<file path="src/rtl/dmem_arbiter_if.sv">
// Bus bundle for dmem_arbiter: two requester handshakes, their responses, and the
// single-port data memory side.
interface dmem_arbiter_if #(
    parameter int ADDR_W = 64
);
    logic              req0_valid;
    logic              req0_ready;
    logic              req0_we;
    logic [1:0]        req0_size;
    logic              req0_unsigned;
    logic [ADDR_W-1:0] req0_addr;
    logic [31:0]       req0_wdata;
    logic              rsp0_valid;
    logic [31:0]       rsp0_rdata;
    logic              rsp0_err;

    logic              req1_valid;
    logic              req1_ready;
    logic              req1_we;
    logic [1:0]        req1_size;
    logic              req1_unsigned;
    logic [ADDR_W-1:0] req1_addr;
    logic [31:0]       req1_wdata;
    logic              rsp1_valid;
    logic [31:0]       rsp1_rdata;
    logic              rsp1_err;

    logic [ADDR_W-1:0] mem_addr;
    logic [31:0]       mem_wdata;
    logic              mem_we;
    logic              mem_re;
    logic [31:0]       mem_rdata;

    // Arbiter side.
    modport slave (
        input  req0_valid, req0_we, req0_size, req0_unsigned, req0_addr, req0_wdata,
        input  req1_valid, req1_we, req1_size, req1_unsigned, req1_addr, req1_wdata,
        output req0_ready, rsp0_valid, rsp0_rdata, rsp0_err,
        output req1_ready, rsp1_valid, rsp1_rdata, rsp1_err,
        output mem_addr, mem_wdata, mem_we, mem_re,
        input  mem_rdata
    );

    // Requesters plus memory.
    modport master (
        output req0_valid, req0_we, req0_size, req0_unsigned, req0_addr, req0_wdata,
        output req1_valid, req1_we, req1_size, req1_unsigned, req1_addr, req1_wdata,
        input  req0_ready, rsp0_valid, rsp0_rdata, rsp0_err,
        input  req1_ready, rsp1_valid, rsp1_rdata, rsp1_err,
        input  mem_addr, mem_wdata, mem_we, mem_re,
        output mem_rdata
    );
endinterface

</file>
<file path="src/rtl/dmem_arbiter.sv">
// Round-robin arbiter sharing one word-wide data memory between two requesters;
// sub-word loads extract/extend a lane, sub-word stores read-modify-write.
module dmem_arbiter #(
    parameter int DEPTH_BYTES = 64,
    parameter int ADDR_W      = 64
) (
    input  logic            clk,
    input  logic            rst,
    dmem_arbiter_if.slave   bus
);
    localparam logic [1:0] S_IDLE  = 2'd0;
    localparam logic [1:0] S_READ  = 2'd1;
    localparam logic [1:0] S_WRITE = 2'd2;
    localparam logic [1:0] S_RESP  = 2'd3;

    localparam logic [ADDR_W-1:0] LAST_BASE = ADDR_W'(DEPTH_BYTES - 4);

    logic [1:0]        state;
    logic              last_grant;
    logic              owner;
    logic              op_we;
    logic              op_uns;
    logic [1:0]        op_size;
    logic [ADDR_W-1:0] op_addr;
    logic [31:0]       op_data;
    logic [31:0]       rsp_data;
    logic              rsp_err;

    logic              any_valid;
    logic              grant;
    logic              accept;
    logic              sel_we;
    logic              sel_uns;
    logic [1:0]        sel_size;
    logic [ADDR_W-1:0] sel_addr;
    logic [31:0]       sel_wdata;
    logic              fault;
    logic [7:0]        lane_b;
    logic [15:0]       lane_h;
    logic [31:0]       load_val;
    logic [31:0]       merged;

    // Contention goes to whoever was not served last; a lone requester always wins.
    always_comb begin
        any_valid = bus.req0_valid | bus.req1_valid;
        if (bus.req0_valid && bus.req1_valid) grant = ~last_grant;
        else                                  grant = bus.req1_valid;
        accept    = (state == S_IDLE) && rst && any_valid;
        sel_we    = grant ? bus.req1_we       : bus.req0_we;
        sel_uns   = grant ? bus.req1_unsigned : bus.req0_unsigned;
        sel_size  = grant ? bus.req1_size     : bus.req0_size;
        sel_addr  = grant ? bus.req1_addr     : bus.req0_addr;
        sel_wdata = grant ? bus.req1_wdata    : bus.req0_wdata;
        fault = (sel_size == 2'b11)
             || (sel_size == 2'b01 && sel_addr[0])
             || (sel_size == 2'b10 && sel_addr[1:0] != 2'b00)
             || ({sel_addr[ADDR_W-1:2], 2'b00} > LAST_BASE);
    end

    assign bus.req0_ready = accept && !grant;
    assign bus.req1_ready = accept && grant;

    // Lane selection off the returned word: loads extend it, stores overwrite it.
    always_comb begin
        lane_b = bus.mem_rdata[{op_addr[1:0], 3'b000} +: 8];
        lane_h = bus.mem_rdata[{op_addr[1], 4'b0000} +: 16];
        case (op_size)
            2'b00:   load_val = {{24{~op_uns & lane_b[7]}}, lane_b};
            2'b01:   load_val = {{16{~op_uns & lane_h[15]}}, lane_h};
            default: load_val = bus.mem_rdata;
        endcase
        merged = bus.mem_rdata;
        if (op_size == 2'b00) merged[{op_addr[1:0], 3'b000} +: 8]  = op_data[7:0];
        else                  merged[{op_addr[1], 4'b0000} +: 16] = op_data[15:0];
    end

    // NOTE: every register here uses <= so all updates see pre-edge values.
    always_ff @(posedge clk or negedge rst) begin
        if (!rst) begin
            state      <= S_IDLE;
            last_grant <= 1'b1;
            owner      <= 1'b0;
            op_we      <= 1'b0;
            op_uns     <= 1'b0;
            op_size    <= 2'b00;
            op_addr    <= '0;
            op_data    <= '0;
            rsp_data   <= '0;
            rsp_err    <= 1'b0;
        end else begin
            case (state)
                S_IDLE: if (any_valid) begin
                    owner      <= grant;
                    last_grant <= grant;
                    op_we      <= sel_we;
                    op_uns     <= sel_uns;
                    op_size    <= sel_size;
                    op_addr    <= sel_addr;
                    op_data    <= sel_wdata;
                    rsp_data   <= '0;
                    rsp_err    <= fault;
                    if (fault)                                state <= S_RESP;
                    else if (!sel_we || sel_size != 2'b10)    state <= S_READ;
                    else                                      state <= S_WRITE;
                end
                S_READ: begin
                    if (op_we) begin
                        op_data <= merged;
                        state   <= S_WRITE;
                    end else begin
                        rsp_data <= load_val;
                        state    <= S_RESP;
                    end
                end
                S_WRITE: state <= S_RESP;
                default: state <= S_IDLE;
            endcase
        end
    end

    assign bus.mem_re     = (state == S_READ);
    assign bus.mem_we     = (state == S_WRITE);
    assign bus.mem_addr   = (bus.mem_re || bus.mem_we) ? {op_addr[ADDR_W-1:2], 2'b00} : '0;
    assign bus.mem_wdata  = bus.mem_we ? op_data : '0;

    assign bus.rsp0_valid = (state == S_RESP) && !owner;
    assign bus.rsp1_valid = (state == S_RESP) && owner;
    assign bus.rsp0_rdata = bus.rsp0_valid ? rsp_data : '0;
    assign bus.rsp1_rdata = bus.rsp1_valid ? rsp_data : '0;
    assign bus.rsp0_err   = bus.rsp0_valid && rsp_err;
    assign bus.rsp1_err   = bus.rsp1_valid && rsp_err;
endmodule

</file>
<file path="src/flat_wrapper.sv">
// flat-port wrapper written by rule: the top's interface ports become plain ports
module dmem_arbiter_flat 
#(
    parameter int DEPTH_BYTES = 64,
    parameter int ADDR_W      = 64
)
  (clk, rst, bus_req0_valid, bus_req0_we, bus_req0_size, bus_req0_unsigned, bus_req0_addr, bus_req0_wdata, bus_req1_valid, bus_req1_we, bus_req1_size, bus_req1_unsigned, bus_req1_addr, bus_req1_wdata, bus_req0_ready, bus_rsp0_valid, bus_rsp0_rdata, bus_rsp0_err, bus_req1_ready, bus_rsp1_valid, bus_rsp1_rdata, bus_rsp1_err, bus_mem_addr, bus_mem_wdata, bus_mem_we, bus_mem_re, bus_mem_rdata);
  dmem_arbiter_if #(.ADDR_W(ADDR_W)) bus_i ();
  input  logic clk;
  input  logic rst;
  input wire logic [$bits(bus_i.req0_valid)-1:0] bus_req0_valid;
  input wire logic [$bits(bus_i.req0_we)-1:0] bus_req0_we;
  input wire logic [$bits(bus_i.req0_size)-1:0] bus_req0_size;
  input wire logic [$bits(bus_i.req0_unsigned)-1:0] bus_req0_unsigned;
  input wire logic [$bits(bus_i.req0_addr)-1:0] bus_req0_addr;
  input wire logic [$bits(bus_i.req0_wdata)-1:0] bus_req0_wdata;
  input wire logic [$bits(bus_i.req1_valid)-1:0] bus_req1_valid;
  input wire logic [$bits(bus_i.req1_we)-1:0] bus_req1_we;
  input wire logic [$bits(bus_i.req1_size)-1:0] bus_req1_size;
  input wire logic [$bits(bus_i.req1_unsigned)-1:0] bus_req1_unsigned;
  input wire logic [$bits(bus_i.req1_addr)-1:0] bus_req1_addr;
  input wire logic [$bits(bus_i.req1_wdata)-1:0] bus_req1_wdata;
  output wire logic [$bits(bus_i.req0_ready)-1:0] bus_req0_ready;
  output wire logic [$bits(bus_i.rsp0_valid)-1:0] bus_rsp0_valid;
  output wire logic [$bits(bus_i.rsp0_rdata)-1:0] bus_rsp0_rdata;
  output wire logic [$bits(bus_i.rsp0_err)-1:0] bus_rsp0_err;
  output wire logic [$bits(bus_i.req1_ready)-1:0] bus_req1_ready;
  output wire logic [$bits(bus_i.rsp1_valid)-1:0] bus_rsp1_valid;
  output wire logic [$bits(bus_i.rsp1_rdata)-1:0] bus_rsp1_rdata;
  output wire logic [$bits(bus_i.rsp1_err)-1:0] bus_rsp1_err;
  output wire logic [$bits(bus_i.mem_addr)-1:0] bus_mem_addr;
  output wire logic [$bits(bus_i.mem_wdata)-1:0] bus_mem_wdata;
  output wire logic [$bits(bus_i.mem_we)-1:0] bus_mem_we;
  output wire logic [$bits(bus_i.mem_re)-1:0] bus_mem_re;
  input wire logic [$bits(bus_i.mem_rdata)-1:0] bus_mem_rdata;
  assign bus_i.req0_valid = bus_req0_valid;
  assign bus_i.req0_we = bus_req0_we;
  assign bus_i.req0_size = bus_req0_size;
  assign bus_i.req0_unsigned = bus_req0_unsigned;
  assign bus_i.req0_addr = bus_req0_addr;
  assign bus_i.req0_wdata = bus_req0_wdata;
  assign bus_i.req1_valid = bus_req1_valid;
  assign bus_i.req1_we = bus_req1_we;
  assign bus_i.req1_size = bus_req1_size;
  assign bus_i.req1_unsigned = bus_req1_unsigned;
  assign bus_i.req1_addr = bus_req1_addr;
  assign bus_i.req1_wdata = bus_req1_wdata;
  assign bus_req0_ready = bus_i.req0_ready;
  assign bus_rsp0_valid = bus_i.rsp0_valid;
  assign bus_rsp0_rdata = bus_i.rsp0_rdata;
  assign bus_rsp0_err = bus_i.rsp0_err;
  assign bus_req1_ready = bus_i.req1_ready;
  assign bus_rsp1_valid = bus_i.rsp1_valid;
  assign bus_rsp1_rdata = bus_i.rsp1_rdata;
  assign bus_rsp1_err = bus_i.rsp1_err;
  assign bus_mem_addr = bus_i.mem_addr;
  assign bus_mem_wdata = bus_i.mem_wdata;
  assign bus_mem_we = bus_i.mem_we;
  assign bus_mem_re = bus_i.mem_re;
  assign bus_i.mem_rdata = bus_mem_rdata;
  dmem_arbiter #(.DEPTH_BYTES(DEPTH_BYTES), .ADDR_W(ADDR_W)) u_core (.clk(clk), .rst(rst), .bus(bus_i));
endmodule
</file>
<file path="config.mk">
export PLATFORM = sky130hd
export DESIGN_NAME = dmem_arbiter_flat
export DESIGN_NICKNAME = d
export VERILOG_FILES = /design/src/rtl/dmem_arbiter_if.sv /design/src/rtl/dmem_arbiter.sv /design/src/flat_wrapper.sv
export SDC_FILE = /design/constraint.sdc
export NUM_CORES = 1
export LEC_CHECK = 0
export ABC_AREA = 1
export BUFFER_PORTS_ARGS = -buffer_cell sky130_fd_sc_hd__buf_4
export CORE_AREA = 2 2 155 157
export CTS_CLUSTER_DIAMETER = 40
export DETAILED_ROUTE_END_ITERATION = 6
export DIE_AREA = 0 0 157 159
export PLACE_DENSITY = 0.69
export SKIP_CTS_REPAIR_TIMING = 1
export SYNTH_ARGS = -nofsm -noshare
export SYNTH_HDL_FRONTEND = slang
export SYNTH_SLANG_ARGS = --single-unit
</file>
<file path="constraint.sdc">
create_clock -name clk -period 5.1 [get_ports clk]
set_input_delay 0.51 -clock clk [delete_from_list [all_inputs] [get_ports clk]]
set_output_delay 0.51 -clock clk [all_outputs]
set_load 0.01 [all_outputs]
</file>
# [Yosys cells after proc, flatten, opt, wreduce, memory -nomap -nowiden]
# Cells that the tools add are included.
[totals] wordCells=86 ff_bits=137 output_inout_bits=168 input_bits=236
[classes] add_sub_neg=2 magnitude_cmp=1 reduce_logical=26 n_eq_ne=11 bitwise=5 n_shift=6 mux=25
[op_table] cell="$mux 32" n=9
[op_table] cell="$pmux 32 s2" n=3
[op_table] cell="$mux 64" n=2
[op_table] cell="$bwmux 32" n=2
[op_table] cell="$gt 64x6->1 const B" n=1
[op_table] cell="$shift 16x7->32 const A" n=1
[op_table] cell="$shift 8x7->32 const A" n=1
[op_table] cell="$shiftx 16x7->32" n=1
[op_table] cell="$shiftx 32x6->16" n=1
[op_table] cell="$shiftx 32x6->8" n=1
[op_table] cell="$shiftx 8x7->32" n=1
[op_table] cell="$neg 5->7" n=2
[op_table] cell="$logic_and 1x1->1" n=11
[op_table] cell="$eq 2x2->1 const B" n=4
[op_table] cell="$mux 2" n=4
[op_table] cell="$eq 2x1->1 const B" n=3
[op_table] cell="$ne 2x2->1 const B" n=3
[op_table] cell="$pmux 2 s3" n=1
[op_table] cell="$reduce_and 3->1" n=2
[op_table] cell="$logic_or 1x1->1" n=5
[op_table] cell="$logic_not 2->1" n=2
[op_table] cell="$mux 1" n=4
[op_table] cell="$reduce_bool 2->1" n=2
[op_table] cell="$logic_not 1->1" n=3
[op_table] cell="5 further kinds" n=7

# [Depth between registers and ports, before layout]
# Gate-level depths: netlist (run 1).
[depth] ltp_word=11 mapped_depth=16 mapped_depth_nobuf=15

# [Worst setup path before layout (run 1)]
# Ideal clock, no wire load.
[synth_path] path_type="register -> output" startpoint="register u_core.state[0]" endpoint="output port bus_req0_ready" arrival_time_ps=1741 slack_ps=2849 stages_incl_launch_ff=9 path_buffers=2 t_required_ps=4590 path_cell_list="dfrtp_1 -> inv_1 -> ha_1 -> inv_1 -> nor2_1 -> clkbuf_1 -> inv_1 -> clkbuf_1 -> nor3_1"
[synth_between] elab_chain_cells=4
[synth_rtl] element="start, declared" line="dmem_arbiter.sv:18" text="logic [1:0] state;"
[synth_rtl] element="start signal, assigned" line="dmem_arbiter.sv:80" text="state <= S_IDLE;"
[synth_rtl] element="start signal, assigned" line="dmem_arbiter.sv:102" text="if (fault) state <= S_RESP;"
[synth_rtl] element="start signal, assigned" line="dmem_arbiter.sv:103" text="else if (!sel_we || sel_size != 2'b10) state <= S_READ;"
[synth_rtl] element="$logic_not 2->1" line="dmem_arbiter.sv:48" text="accept = (state == S_IDLE) && rst && any_valid;"
[synth_rtl] element="$logic_and 1x1->1 (2 in series)" line="dmem_arbiter.sv:48"
[synth_rtl] element="$logic_and 1x1->1" line="dmem_arbiter.sv:60" text="assign bus.req0_ready = accept && !grant;"
[synth_rtl] element="end, declared" line="flat_wrapper.sv:23" text="output wire logic [$bits(bus_i.req0_ready)-1:0] bus_req0_ready;"
# Every way passes these cells.

# [Worst setup path in the final report (run 1)]
[layout_path] startpoint="register u_core.last_grant" endpoint="output port bus_req1_ready"
[layout_between] elab_chain_cells=3
[layout_rtl] element="start, declared" line="dmem_arbiter.sv:19" text="logic last_grant;"
[layout_rtl] element="start signal, assigned" line="dmem_arbiter.sv:94" text="last_grant <= grant;"
[layout_rtl] element="$not 1->1" line="dmem_arbiter.sv:46" text="if (bus.req0_valid && bus.req1_valid) grant = ~last_grant;"
[layout_rtl] element="$mux 1" line="dmem_arbiter.sv:46"
[layout_rtl] element="$logic_and 1x1->1" line="dmem_arbiter.sv:61" text="assign bus.req1_ready = accept && grant;"
[layout_rtl] element="end, declared" line="flat_wrapper.sv:27" text="output wire logic [$bits(bus_i.req1_ready)-1:0] bus_req1_ready;"
# Every way passes these cells.

==> flow_summary.json, run 1 <==
{
  "cap_violations": 0,
  "fin_crit_ns": 3.49,
  "io_pins": 404,
  "coreArea_mm2": 0.0232,
  "vdd_drop_max_mv": 0.356,
  "htreeDepth": 4,
  "p_leak_nw": 7.09,
  "yosysSeqAreaShare_pct": 37.1,
  "syn_area_mm2": 0.00924,
  "die_w_um": 157,
  "drv_slew": 0,
  "worstPathRequired_ns": 4.59,
  "critPathCaptureType": "output pin",
  "cts_sinks": 137,
  "hold_class": "in2async",
  "area_growth_pct": 39.7,
  "cp_max_fo": 57,
  "status": "finished, final reports clean",
  "async_flop_share_pct": 100,
  "gr-total-overflow": 0,
  "wl_per_cell_um": 17.7,
  "detail-route-antenna-nets": 0,
  "drt-met1-wl_um": 14000,
  "clk_latency_ns": 0.42,
  "fin_skew_ns": 0.0136,
  "grt_max_degree": 85,
  "clk_pin_slew_worst_paths_ns": 0.07,
  "place.gp.congestion": 0.955,
  "via_per_inst": 5.13,
  "die_h_um": 159,
  "port_buffers": 401,
  "ys.flop_type": "dfrtp_1",
  "antenna_cells_inserted": 0,
  "wl_um": 37200,
  "yosys_warnings": 0,
  "grt_antenna_before_repair": 0,
  "finalSetupViolations": 0,
  "wl_met2_um": 18400,
  "critPathKind": "reg2out",
  "utilization_pct": 55.6,
  "cts_buffers": 17,
  "synth.area.top_cells": "dfrtp_1 37%, nand2_1 15%, inv_1 8.9%, nor2_1 8.5%, o21ai_0 6.2%",
  "clockRootBuffer": "clkbuf_16",
  "worst_pin_slew_ns": 1.16,
  "synthCells": 1425,
  "slew_headroom_pct": 22.1,
  "worst-endpoint-arrival_ns": 2.98,
  "top_layer": "met4",
  "start_util_pct": 39.8,
  "cts_buffer_depth": 2,
  "drc": 0,
  "start_kind": "flip-flop",
  "placed_cells": 2069,
  "grt_setup_unrepaired": "no",
  "hpwl_um": 28300,
  "timing_hold_violations_final": 0,
  "drt_iter0_drc": 785,
  "vias": 10800,
  "syn_avg_cell_area_um2": 6.48,
  "ys_ff_latch": 137,
  "grt_pass1_wl_um": 56900,
  "p_per_area_mw_per_mm2": 602,
  "final_layout_size_suffix_gt1_share_pct": 26.0,
  "synth-edff-count": 0,
  "fin_tns_setup_ns": 0,
  "nets": 2015,
  "first_global_vias": 10600,
  "dieArea_mm2": 0.0250,
  "dr.pass1.iters": 5,
  "synth_top_area_share_pct": 36.8,
  "yosys.area.top_type": "dfrtp_1",
  "rows": 56,
  "layoutNonFillerInstCount": 2101,
  "grtUsageTotal_pct": 29.3,
  "fmax_mhz": 287,
  "fill_cells": 2312,
  "wl_met3_um": 3140,
  "cts_tree": "done",
  "fin_crit_sh_pct": 68.4,
  "synthDistinctLibCells": 41
}
-- synthesized netlist by cell type (2+ instances only) --
library cell and instances:
o21a_1 8, clkbuf_1 56, nor3_1 4, nand3b_1 3
o21ai_1 29, nand2_2 2, o21ai_0 115, inv_1 219
nor2_4 3, or2_1 2, buf_2 20, a32oi_1 2
inv_2 3, a31oi_1 36, o32ai_1 23, nand2_1 376
a311oi_1 2, o2111ai_1 7, nand3_1 44, mux2_2 2
buf_6 5, a21oi_1 42, dfrtp_1 136, o22ai_1 40
a221oi_1 3, buf_4 5, buf_1 4, nor2_1 210
o211ai_1 3, ha_1 10
-- critical path: stages (launching register included) --
cell and delay, ns:
dfstp_2 0.37, nand2_2 0.36, nand2_4 0.37, inv_2 0.91
nand2_1 0.23, nor2_1 0.16, buf_4 0.15
-- per-stage QoR --
| step | power [mW] | cell area [µm²] | worst slack [ns] | hold slack, ns |
|---|---|---|---|---|
| global route | 8.39 | 12900 | 1.39 | 0.190 |
| global placement | 6.53 | 12300 | 1.84 | 0.466 |
| CTS | 7.79 | 12900 | 1.56 | 0.174 |
| finish | 7.77 | 12900 | 1.61 | 0.129 |
| floorplan | 4.71 | 9240 | 2.85 | 0.214 |
| detailed placement | 6.58 | 12300 | 1.72 | 0.470 |
-- final cells by class --
class | instances | area [µm²] | area share, %
Inverter | 223 | 837 | 6.49
Clock buffer | 18 | 429 | 3.33
Clock inverter | 14 | 125 | 0.970
Sequential cell | 137 | 3430 | 26.6
Tap cell | 319 | 399 | 3.09
Multi-Input combinational cell | 976 | 4570 | 35.4
Timing Repair Buffer | 414 | 3110 | 24.1
-- placed cells by master, fill, tap and decap left out, types with 2 or more instances in the layout --
cell	n
inv_6	6
nor2_1	209
a31oi_1	36
o21ai_0	115
or2_1	2
a21oi_1	41
a21oi_2	2
inv_8	3
o2111ai_1	7
a221oi_1	3
o21ai_1	29
a32oi_1	2
o32ai_1	23
o211ai_1	3
a311oi_1	2
mux2_2	2
conb_1	2
nand3b_1	3
inv_1	219
inv_2	3
nor2_4	4
nand2_1	376
clkinvlp_4	4
dfrtp_1	136
nor3_1	4
o21a_1	8
buf_4	413
ha_1	9
nand3_1	44
nand2_2	2
o22ai_1	40
clkbuf_16	17
-- cells by family (layout without fill, tap and decap cells) --
kind of cell / Yosys count / after routing / synth area share (%)
AOI/OAI and AO/OA: 313 / 313 / 19.9
adders and majority gates: 10 / 10 / 1.35
buffers and inverters: 313 / 669 / 13.6
DFF: 137 / 137 / 37.1
muxes: 3 / 3 / 0.352
other: 1 / 2 / 0.0406
and+or+nand+nor: 648 / 648 / 27.6
-- power by group --
group          internal [mW]  switching, mW
clock                  0.642          0.554
combinational           1.77           2.86
sequential              1.62          0.330
-- metal layers --
metal	track usage, %	vias up
met5	0	-
met4	13.4	0
met3	6.72	77
met2	51.0	493
met1	34.1	4979
li1	-	5229
-- state kept, by name, indices dropped and copies added, names as in the netlist --
signal,cells
u_core.last_grant,1
u_core.op_uns,1
u_core.op_we,1
u_core.state,2
u_core.op_size,2
u_core.op_data,32
u_core.rsp_err,1
u_core.owner,1
u_core.rsp_data,32
u_core.op_addr,64
-- path summary, 6_finish.rpt --
path	from	to	slack, ns	cells past startpoint
hold / removal	rst	u_core.op_addr[16]	0.13	1
max in group asynchronous	rst	u_core.op_data[14]	3.71	2
setup / recovery	u_core.last_grant	bus_req1_ready	1.61	6
hold reg to reg	u_core.op_addr[53]	u_core.op_addr[53]	0.49	2
setup reg to reg	u_core.last_grant	u_core.state[0]	1.92	15
min in group clk	bus_req1_unsigned	u_core.op_uns	0.36	3
Power figures use the tool's default switching activity.
==> inputs of run 2 (changes only) <==
Settings changed: ABC_AREA 1 to 0, CORE_AREA 2 2 155 157 to 2 2 156 158, DIE_AREA 0 0 157 159 to 0 0 158 160, PLACE_DENSITY 0.69 to 0.68.
Clock period 5.1 ns to 2.9 ns, I/O delays scaled along.
==> flow_summary.json, run 2 <==
{
  "yosys.area_share.simple_pct": 26.5,
  "synth_compound_area_share_pct": 17.0,
  "ys.flop_type": "dfrtp_1",
  "area_growth_pct": 45.6,
  "synth.area.top_cells": "dfrtp_1 39%, and2_1 9.1%, mux2i_1 9.1%, nand2_1 8.3%, o21ai_0 7.5%",
  "yosysMostFrequentCell": "nand2_1",
  "synthCells": 1030,
  "gr-total-overflow": 0,
  "io_pins": 404,
  "top_regs": "u_core.op_addr x64, u_core.op_data x32, u_core.rsp_data x32",
  "clockRootBuffer": "clkbuf_16",
  "hpwl_um": 29300,
  "die_w_um": 158,
  "grt-busiest-layer": "met2",
  "drt_iter0_drc": 683,
  "grt_antenna_before_repair": 2,
  "worst_hold_slack_ns": 0.0771,
  "rows": 57,
  "fmax_mhz": 396,
  "clk_pin_slew_worst_paths_ns": 0.06,
  "gr-usage-met2_pct": 49.7,
  "grt_setup_unrepaired": "no",
  "largest_register": "u_core.op_addr",
  "start_kind": "flip-flop",
  "final_common_cell": "buf_4",
  "first_global_vias": 9267,
  "yosys.area.top_type": "dfrtp_1",
  "clk_latency_ns": 0.43,
  "p_leak_nw": 6.54,
  "cp_max_fo": 9,
  "status": "complete, but fails checks",
  "synth_top_family_by_area": "simple AND/OR/NAND/NOR gates",
  "async_flop_share_pct": 100,
  "nets": 1646,
  "internal-power_mw": 7.34,
  "cap_violations": 0,
  "cts_sinks": 137,
  "synth_xor_area_share_pct": 0,
  "start_util_pct": 36.8,
  "wl_um": 37300,
  "fin_crit_sh_pct": 87.1,
  "p_per_area_mw_per_mm2": 1010,
  "r2r_slack_ns": 0.38,
  "hold_class": "in2async",
  "grt_pass1_wl_um": 54800,
  "grt_max_degree": 74,
  "fin_skew_ns": 0.0144,
  "port_buffers": 401,
  "synth_commonest_cells": "193 x nand2_1, 136 x dfrtp_1, 131 x o21ai_0, 128 x and2_1, 80 x mux2i_1",
  "r2r_cells": 7,
  "grtUsageTotal_pct": 28.9,
  "startpoint": "u_core.state[1]",
  "ys_ff_latch": 137,
  "crit_path_end": "u_core.op_data[6]",
  "cts_tree": "done",
  "via_per_inst": 5.38,
  "p_sw_mw": 5.57,
  "synthDistinctLibCells": 56,
  "fin_tns_setup_ns": 0,
  "cts_buffer_depth": 2,
  "worst-endpoint-arrival_ns": 2.83,
  "dieArea_mm2": 0.0253,
  "final_layout_size_suffix_gt1_share_pct": 34.7,
  "timing_hold_violations_final": 0,
  "comb_power_share_pct": 53.4,
  "cts_buffers": 17,
  "critPathKind": "reg2reg",
  "r2r-end": "u_core.op_data[6]",
  "dr.pass1.iters": 7,
  "layout_common_cells": "426 x buf_4, 193 x nand2_1, 136 x dfrtp_1",
  "wl_per_cell_um": 21.4,
  "coreArea_mm2": 0.0238,
  "vdd_drop_max_mv": 0.489,
  "synth_top_area_share_pct": 38.9,
  "slew_headroom_pct": 25.5,
  "syn_area_mm2": 0.00875,
  "rr_startpoint": "u_core.state[1]",
  "worstPathRequired_ns": 3.21,
  "critPathCaptureType": "flip-flop",
  "p_seq_share_pct": 27.7,
  "yosys_warnings": 0,
  "drv_slew": 0,
  "fill_cells": 2304,
  "drc": 1,
  "vias": 9357,
  "worst_pin_slew_ns": 1.11,
  "htreeDepth": 4,
  "syn_avg_cell_area_um2": 8.50,
  "grt_use_met3_pct": 6.92,
  "worst_slack_ns": 0.375,
  "place.gp.congestion": 0.901,
  "pre_cts_ws_ns": 0.374,
  "largest_reg_flops": 64,
  "yosysSeqAreaShare_pct": 39.2,
  "use_met1_pct": 33.4,
  "failed_checks": "DRC",
  "synth_fa_ha_area_share_pct": 1.43,
  "fin_crit_ns": 2.52,
  "p_sw_share_pct": 43.1,
  "die_h_um": 160,
  "detail-route-antenna-nets": 0,
  "synth-edff-count": 0,
  "finalSetupViolations": 0,
  "synth_mux_area_share_pct": 11.6,
  "clockPowerShare_pct": 18.8
}
==> run 2: changes by cell type in the layout (fill, tap and decap cells not counted), sizes merged, moves of 21 or more <==
cell / change
inv: -208
mux2i: +79
a31oi: -27
and3: +43
a21oi: -22
nand2: -186
o22ai: -40
o32ai: -23
nor4: +26
nor2: -201
a221oi: +21
and2: +128
nand3: -34
==> run 2: worst max-delay path, stage by stage (launching register included) <==
cell	delay (ns)
dfrtp_1	0.44
inv_1	0.10
ha_1	0.22
nor2b_2	0.17
or3_1	0.40
a21oi_4	0.32
a21boi_4	0.38
mux2_2	0.38
==> run 2: power by group through the flow <==
stage	logic [mW]	registers (mW)	clock network, mW
3_3_place_gp	6.80	3.55	0
4_1_cts	6.93	3.55	2.45
2_1_floorplan	4.29	3.20	0
5_1_grt	7.61	3.68	2.53
3_5_place_dp	6.91	3.58	0
6_report	6.90	3.58	2.43
==> run 2: final cells by class <==
cell class / instances / area, µm² / area share (%)
clock buffer: 17 / 425 / 3.34
sequential: 137 / 3430 / 26.9
inverter: 16 / 60.1 / 0.471
multi-input combinational: 800 / 4980 / 39.1
antenna: 2 / 5.00 / 0.0393
tap: 324 / 405 / 3.18
timing repair buffer: 428 / 3230 / 25.3
clock inverter: 15 / 211 / 1.66
==> run 2: per-stage QoR <==
step | instances | cell area [µm²] | power [mW] | utilization, %
after floorplan | 1031 | 8760 | 7.49 | -
after global placement | 1705 | 12100 | 10.4 | 50.8
after detailed placement | 1705 | 12100 | 10.5 | 50.8
after CTS | 1737 | 12700 | 12.9 | 53.5
after global routing | 1739 | 12700 | 13.8 | 53.5
final | 1739 | 12700 | 12.9 | 53.5
==> run 2: cells by family after synthesis <==
kind of cell,Yosys count
AOI/OAI and AO/OA,237
adders and majority gates,10
buffers and inverters,94
DFF,137
muxes,98
other,1
and+or+nand+nor,453
==> run 2: routing by layer <==
layer	share of wire, %	up-vias
met5	0	-
met4	4.2	0
li1	-	4359
met2	50	478
met3	8.7	78
met1	37	4442
==> run 2: how the worst min path moves through the flow <==
| stage | start | to | slack (ns) | cells after the start |
|---|---|---|---|---|
| after global routing | bus_req0_valid | u_core.last_grant | 0.12 | 2 |
| after CTS | bus_req0_valid | u_core.last_grant | 0.09 | 2 |
| after floorplan | rst | u_core.op_addr[0] | -0.006 | 0 |
| after detailed placement | u_core.op_addr[34] | u_core.op_addr[34] | 0.46 | 2 |
| after global placement | u_core.op_data[22] | u_core.op_data[22] | 0.45 | 2 |
| final | rst | u_core.op_addr[57] | 0.08 | 2 |
